===== src/rtl/mbx_pkg.sv =====
// Shared mailbox addresses and host FSM states for path_mailbox_host.
// MBX_WATCHDOG_EN adds the TIMEOUT state.
package mbx_pkg;

  localparam logic [31:0] MBX_SP_ADR   = 32'h0200_0000;
  localparam logic [31:0] MBX_EP_ADR   = 32'h0200_0004;
  localparam logic [31:0] MBX_NODE_ADR = 32'h0200_0008;
  localparam logic [31:0] MBX_DONE_ADR = 32'h0200_000C;

  typedef enum logic [2:0] {
    StIdle,
    StLoad,
    StRun,
`ifdef MBX_WATCHDOG_EN
    StTimeout,
`endif
    StDone
  } mbx_state_e;

endpackage


===== src/rtl/mbx_path_buf.sv =====
// Path buffer: DEPTH x NODE_W register file with fill count, full flag and
// combinational read port.
module mbx_path_buf #(
  parameter int unsigned DEPTH  = 16,
  parameter int unsigned NODE_W = 5,
  localparam int unsigned IdxW  = $clog2(DEPTH)
) (
  input  logic              clk,
  input  logic              reset_n,
  input  logic              clr,
  input  logic              wr_en,
  input  logic [NODE_W-1:0] wr_data,
  output logic [IdxW:0]     count,
  output logic              full,
  input  logic [IdxW-1:0]   rd_idx,
  output logic [NODE_W-1:0] rd_node
);

  logic [NODE_W-1:0] r_mem [DEPTH];
  logic [IdxW:0]     r_count;
  logic              w_push;

  assign full    = (r_count == (IdxW+1)'(DEPTH));
  assign w_push  = wr_en && !full;
  assign count   = r_count;
  assign rd_node = r_mem[rd_idx];

  always_ff @(posedge clk or negedge reset_n) begin
    if (!reset_n) begin
      r_count <= '0;
    end else if (clr) begin
      r_count <= '0;
    end else if (w_push) begin
      r_count <= r_count + 1'b1;
    end
  end

  // Storage needs no reset; count gates what is valid.
  always_ff @(posedge clk) begin
    if (w_push && !clr) begin
      r_mem[r_count[IdxW-1:0]] <= wr_data;
    end
  end

endmodule


===== src/rtl/path_mailbox_host.sv =====
// Host-side controller for the path-finding mailbox: loads START/END/NODE/DONE
// words, runs the CPU, captures node writes. MBX_WATCHDOG_EN adds a RUN watchdog.
module path_mailbox_host
  import mbx_pkg::*;
#(
  parameter int unsigned DEPTH    = 16,
  parameter int unsigned NODE_W   = 5,
  parameter int unsigned WDOG_CYC = 100000,
  localparam int unsigned IdxW    = $clog2(DEPTH)
) (
  input  logic              clk,
  input  logic              reset_n,
  input  logic              start,
  input  logic [NODE_W-1:0] start_point,
  input  logic [NODE_W-1:0] end_point,
  output logic              cpu_reset,
  output logic              ext_memwrite,
  output logic [31:0]       ext_wdata,
  output logic [31:0]       ext_adr,
  input  logic              cpu_memwrite,
  input  logic [31:0]       cpu_adr,
  input  logic [31:0]       cpu_wdata,
  output logic              busy,
  output logic              done,
  output logic              overflow,
  output logic [IdxW:0]     path_len,
  input  logic [IdxW-1:0]   rd_idx,
  output logic [NODE_W-1:0] rd_node
);

  mbx_state_e        r_state, w_state_nxt;
  logic [2:0]        r_step;
  logic [NODE_W-1:0] r_sp, r_ep;
  logic              r_overflow;
  logic              w_accept;
  logic              w_node_wr;
  logic              w_done_wr;
  logic              w_full;

  assign w_node_wr = (r_state == StRun) && cpu_memwrite && (cpu_adr == MBX_NODE_ADR);
  assign w_done_wr = (r_state == StRun) && cpu_memwrite && (cpu_adr == MBX_DONE_ADR)
                     && (cpu_wdata == 32'd1);

`ifdef MBX_WATCHDOG_EN
  logic [31:0] r_wdog;
  logic        w_wdog_hit;

  assign w_wdog_hit = (r_wdog == 32'(WDOG_CYC - 1));

  always_ff @(posedge clk or negedge reset_n) begin
    if (!reset_n) begin
      r_wdog <= '0;
    end else if (w_accept) begin
      r_wdog <= '0;
    end else if (r_state == StRun) begin
      r_wdog <= r_wdog + 32'd1;
    end
  end
`endif

  always_comb begin
    w_state_nxt = r_state;
    w_accept    = 1'b0;
    case (r_state)
      StIdle, StDone: begin
        if (start) begin
          w_state_nxt = StLoad;
          w_accept    = 1'b1;
        end
      end
`ifdef MBX_WATCHDOG_EN
      StTimeout: begin
        if (start) begin
          w_state_nxt = StLoad;
          w_accept    = 1'b1;
        end
      end
`endif
      StLoad: begin
        if (r_step == 3'd7) w_state_nxt = StRun;
      end
      StRun: begin
        if (w_done_wr) begin
          w_state_nxt = StDone;
`ifdef MBX_WATCHDOG_EN
        end else if (w_wdog_hit) begin
          w_state_nxt = StTimeout;
`endif
        end
      end
      default: w_state_nxt = StIdle;
    endcase
  end

  always_ff @(posedge clk or negedge reset_n) begin
    if (!reset_n) begin
      r_state    <= StIdle;
      r_step     <= '0;
      r_sp       <= '0;
      r_ep       <= '0;
      r_overflow <= 1'b0;
    end else begin
      r_state <= w_state_nxt;
      if (w_accept) begin
        r_step     <= '0;
        r_sp       <= start_point;
        r_ep       <= end_point;
        r_overflow <= 1'b0;
      end else begin
        if (r_state == StLoad) r_step <= r_step + 3'd1;
        if (w_node_wr && w_full) r_overflow <= 1'b1;
      end
    end
  end

  // Even LOAD steps write mailbox word step/2; odd steps idle the port.
  always_comb begin
    ext_memwrite = 1'b0;
    ext_adr      = '0;
    ext_wdata    = '0;
    if (r_state == StLoad && !r_step[0]) begin
      ext_memwrite = 1'b1;
      ext_adr      = MBX_SP_ADR + {27'd0, r_step[2:1], 2'b00};
      case (r_step[2:1])
        2'd0:    ext_wdata = 32'(r_sp);
        2'd1:    ext_wdata = 32'(r_ep);
        default: ext_wdata = '0;
      endcase
    end
  end

  assign cpu_reset = (r_state != StRun);
  assign busy      = (r_state == StLoad) || (r_state == StRun);
  assign done      = (r_state == StDone);
  assign overflow  = r_overflow;

  mbx_path_buf #(
    .DEPTH  (DEPTH),
    .NODE_W (NODE_W)
  ) u_path_buf (
    .clk     (clk),
    .reset_n (reset_n),
    .clr     (w_accept),
    .wr_en   (w_node_wr),
    .wr_data (cpu_wdata[NODE_W-1:0]),
    .count   (path_len),
    .full    (w_full),
    .rd_idx  (rd_idx),
    .rd_node (rd_node)
  );

endmodule


===== config.mk =====
export PLATFORM = sky130hd
export DESIGN_NAME = path_mailbox_host
export DESIGN_NICKNAME = d
export VERILOG_FILES = /design/src/rtl/mbx_pkg.sv /design/src/rtl/mbx_path_buf.sv /design/src/rtl/path_mailbox_host.sv
export SDC_FILE = /design/constraint.sdc
export NUM_CORES = 1
export LEC_CHECK = 0
export BUFFER_PORTS_ARGS = -buffer_cell sky130_fd_sc_hd__buf_2
export CORE_MARGIN = 2
export CORE_UTILIZATION = 43
export CTS_BUF_LIST = sky130_fd_sc_hd__clkbuf_2
export DETAILED_ROUTE_END_ITERATION = 8
export GPL_ROUTABILITY_DRIVEN = 1
export PLACE_DENSITY = 0.65
export SKIP_CTS_REPAIR_TIMING = 1
export SYNTH_ARGS = -nofsm -noshare
export SYNTH_HDL_FRONTEND = slang
export SYNTH_SLANG_ARGS = --single-unit

===== constraint.sdc =====
create_clock -name clk -period 3.4 [get_ports clk]
set_input_delay 0.34 -clock clk [delete_from_list [all_inputs] [get_ports clk]]
set_output_delay 0.34 -clock clk [all_outputs]
set_load 0.01 [all_outputs]

==> summary.md <==
| Metric | Value |
|---|---|
| Final RePlAce weighted congestion | `0.8427` |
| Clock Latency Late Sink | `a little under 0.6 ns` |
| WL per Instance | `around 17 um` |
| Worst hold path type | `input port to register` |
| Reg area | `approximately 3000 sq um` |
| Vias in the first global route | `between 3000 and 4000` |
| GRT overflow | `0` |
| Row Count | `39` |
| CP max FO | `14` |
| Final min period | `2.955 ns` |
| CORE AREA | `about 11000 sq um` |
| WP data arrival | `3.17 ns` |
| Area growth, synth to finish | `13.47%` |
| Worst-Margin Slew | `0.7115 ns` |
| IO Pins | `between 150 and 200` |
| Vias per cell | `around 5.0` |
| Initial Util | `0.4408` |
| Largest cells by area after synthesis | `edfxtp_1, mux4_2, dfrtp_1, buf_4, nand2_1` |
| Total CTS buffers | `9` |
| Cells after synthesis | `360` |
| Antenna-violating nets left | `0` |
| Final Setup Violations | `0` |
| Worst Path Required | `3.61 ns` |
| Yosys warns | `0` |
| Top cell type's share of synthesized area | `0.4773` |
| F_max | `around 0.34 GHz` |
| Critical path class | `register to register` |
| Final cycle utilization of the critical path | `0.8691` |
| Tot GR Track Use | `0.1743` |
| Dpl hpwl | `around 7.7 mm` |
| Critical R2R Launch | `r_state[0]` |
| Status | `finished, final reports clean` |
| Commonest non-fill, non-tap cell in the layout | `buf_2` |
| Reg2reg path depth | `7` |
| CTS Root Cell | `clkbuf_2` |
| Die width | `~110 um` |
| CTS Buffer Depth | `2` |
| Share of layout cells above drive strength 1 | `0.3389` |
| Wire length of the first global-routing pass | `16.88 mm` |
| Slew Limit Fails | `0` |
| Hold path start | `cpu_wdata[2]` |
| Crit-path max cell delay | `between 0.5 and 0.6 ns` |
| Multi-input gate area | `1779 sq um` |
| CTS tree | `yes` |
| Via count | `roughly 3100` |
| Kind of cell adding the most delay to the critical path | `simple AND/OR/NAND/NOR gates` |
| WP buf/inv | `1` |
| Initial antenna violation count | `0` |
| FF-to-FF setup slack | `between 0.4 and 0.5 ns` |
| Slowest CP cell | `nor4b_2` |
| DRT iter0 DRCs | `170` |
| DIE HEIGHT | `112.2 um` |
| Final Hold Viols | `0` |
| Hold path cells | `1` |
| Max-Cap Viols | `0` |
| Startpoint types | `register` |
| Pleak | `2.263 nW` |
| Setup TNS Final | `0 ns` |
| Crit. End Element | `register` |
| Synth area leader | `edfxtp_1` |
| RSZ-0062 raised after global routing | `no` |
| CP most frequent cell | `nor4b_2` |
| DR pass1 iterations | `4` |
| Commonest cells after routing, fill and taps aside | `buf_2, edfxtp_1, conb_1, nand2_1, mux4_2` |
| Routed WL | `10.68 mm` |
| Layout Skew | `about 0.046 ns` |
| Post-synth cell types | `40` |
| Fill cells | `1030` |
| CP Cell Sequence | `inv_1, ha_1, nor4b_2, nand4_1, nor4b_4, nand2_2, nor4b_2` |
| Pre-CTS WS | `roughly 0.45 ns` |
| Syn Area/Cell | `roughly 14 sq um` |
| DRC Markers | `0` |
| Yosys reg bits | `slightly above 100` |
| Antenna cell count | `0` |
| Clk sinks | `101` |
| Clock slew at reported path FFs | `0.32 ns` |
| Largest net degree at the start of global routing | `22` |
| Peak supply drop | `395.1 uV` |
| Die area | `12590 sq um` |
| H-tree Lvls | `3` |
| Setup ws final | `between 0.4 and 0.5 ns` |
| PwrDens | `480.4 nW/um^2` |
| Slew HR | `0.5213` |
| Port bufs | `around 100` |
| Nets | `565` |
| Reg2reg end | `u_path_buf.r_mem[9][1]` |
| Worst Hold End | `u_path_buf.r_mem[2][2]` |
| Post-synthesis sequential area ratio | `0.5817` |
| Cell area after synthesis | `5034 sq um` |
## where the power goes
| part | internal, W | switching [W] | leakage (nW) |
|---|---|---|---|
| Combinational | 0.000271 | 0.000375 | 1.20 |
| Sequential | 0.00142 | 0.0000665 | 0.988 |
| Clock | 0.000188 | 0.000424 | 0.0769 |
## routing by layer
layer,GRT usage,wire (um),vias up
li1,-,-,1453
met1,0.2347,4558,1547
met2,0.2851,5401,119
met3,0.05022,650,8
met4,0.03821,69,0
met5,0,0,-
## how the worst max path moves through the flow
stage | from | endpoint | slack [ns] | cells past startpoint
after floorplan | r_state[0] | u_path_buf.r_mem[0][0] | 0.84 | 7
after global placement | r_state[0] | u_path_buf.r_mem[9][3] | 0.64 | 7
after detailed placement | r_state[0] | u_path_buf.r_mem[9][1] | 0.45 | 7
after CTS | r_state[0] | u_path_buf.r_mem[9][1] | 0.40 | 7
after global routing | r_state[0] | u_path_buf.r_mem[9][0] | 0.18 | 7
final | r_state[0] | u_path_buf.r_mem[9][1] | 0.45 | 7
## state kept, by name (all words and copies together), names as in the netlist
register and cells:
u_path_buf.r_mem 80, r_ep 5, r_sp 5, u_path_buf.count 5, r_step 3, r_state 2
overflow 1
## through the flow
step	total power, W	utilization	instances	instance area (sq um)	hold WS, ns
6_report	0.002744	0.5002	621	5712	0.1090
3_5_place_dp	0.002154	0.4791	594	5470	0.3306
2_1_floorplan	0.001988	-	415	5240	0.04441
5_1_grt	0.002924	0.5002	621	5712	0.05495
4_1_cts	0.002759	0.4906	610	5602	-0.3558
3_3_place_gp	0.002135	0.4791	594	5470	0.3236
## cell type report
type,instances,share of cell area
flip-flops and latches,101,0.5126
multi-input cells,232,0.3115
repair buffers,118,0.1143
well taps,143,0.03133
clock inverters,7,0.01512
clock buffers,9,0.007886
inverters,11,0.007229
## kinds of logic after synthesis
family          after synthesis  synth area share
compound gates                8           0.01143
fa+ha+maj                    10           0.02486
other cells                   1         0.0007450
flops                       101            0.5817
mux                          35            0.1317
xor+xnor                      2          0.003481
buf+inv                      82            0.1059
simple gates                121            0.1402
## cells in the mapped netlist
library cell	number
inv_1	11
nor4b_4	1
a32oi_1	1
a41o_1	1
nor2b_1	1
buf_1	2
mux4_2	25
a21o_1	2
nor3_2	6
mux2i_1	10
or2_2	1
clkbuf_1	8
a21oi_1	3
nor3_1	3
ha_1	10
conb_1	1
nand4b_1	1
nor3b_1	1
buf_6	1
and3_1	1
nand3b_1	1
nor4b_2	5
nor4b_1	1
nand2_2	1
dfrtp_1	21
buf_2	3
edfxtp_1	80
nor2_1	19
xnor2_1	2
nand4_1	5
nand3_1	7
nor4bb_1	3
or4_1	1
nand2b_1	2
nand2_1	39
a2bb2oi_1	1
nor4_1	18
and4_1	1
buf_4	57
and2_1	3
Power figures use the tool's default switching activity.
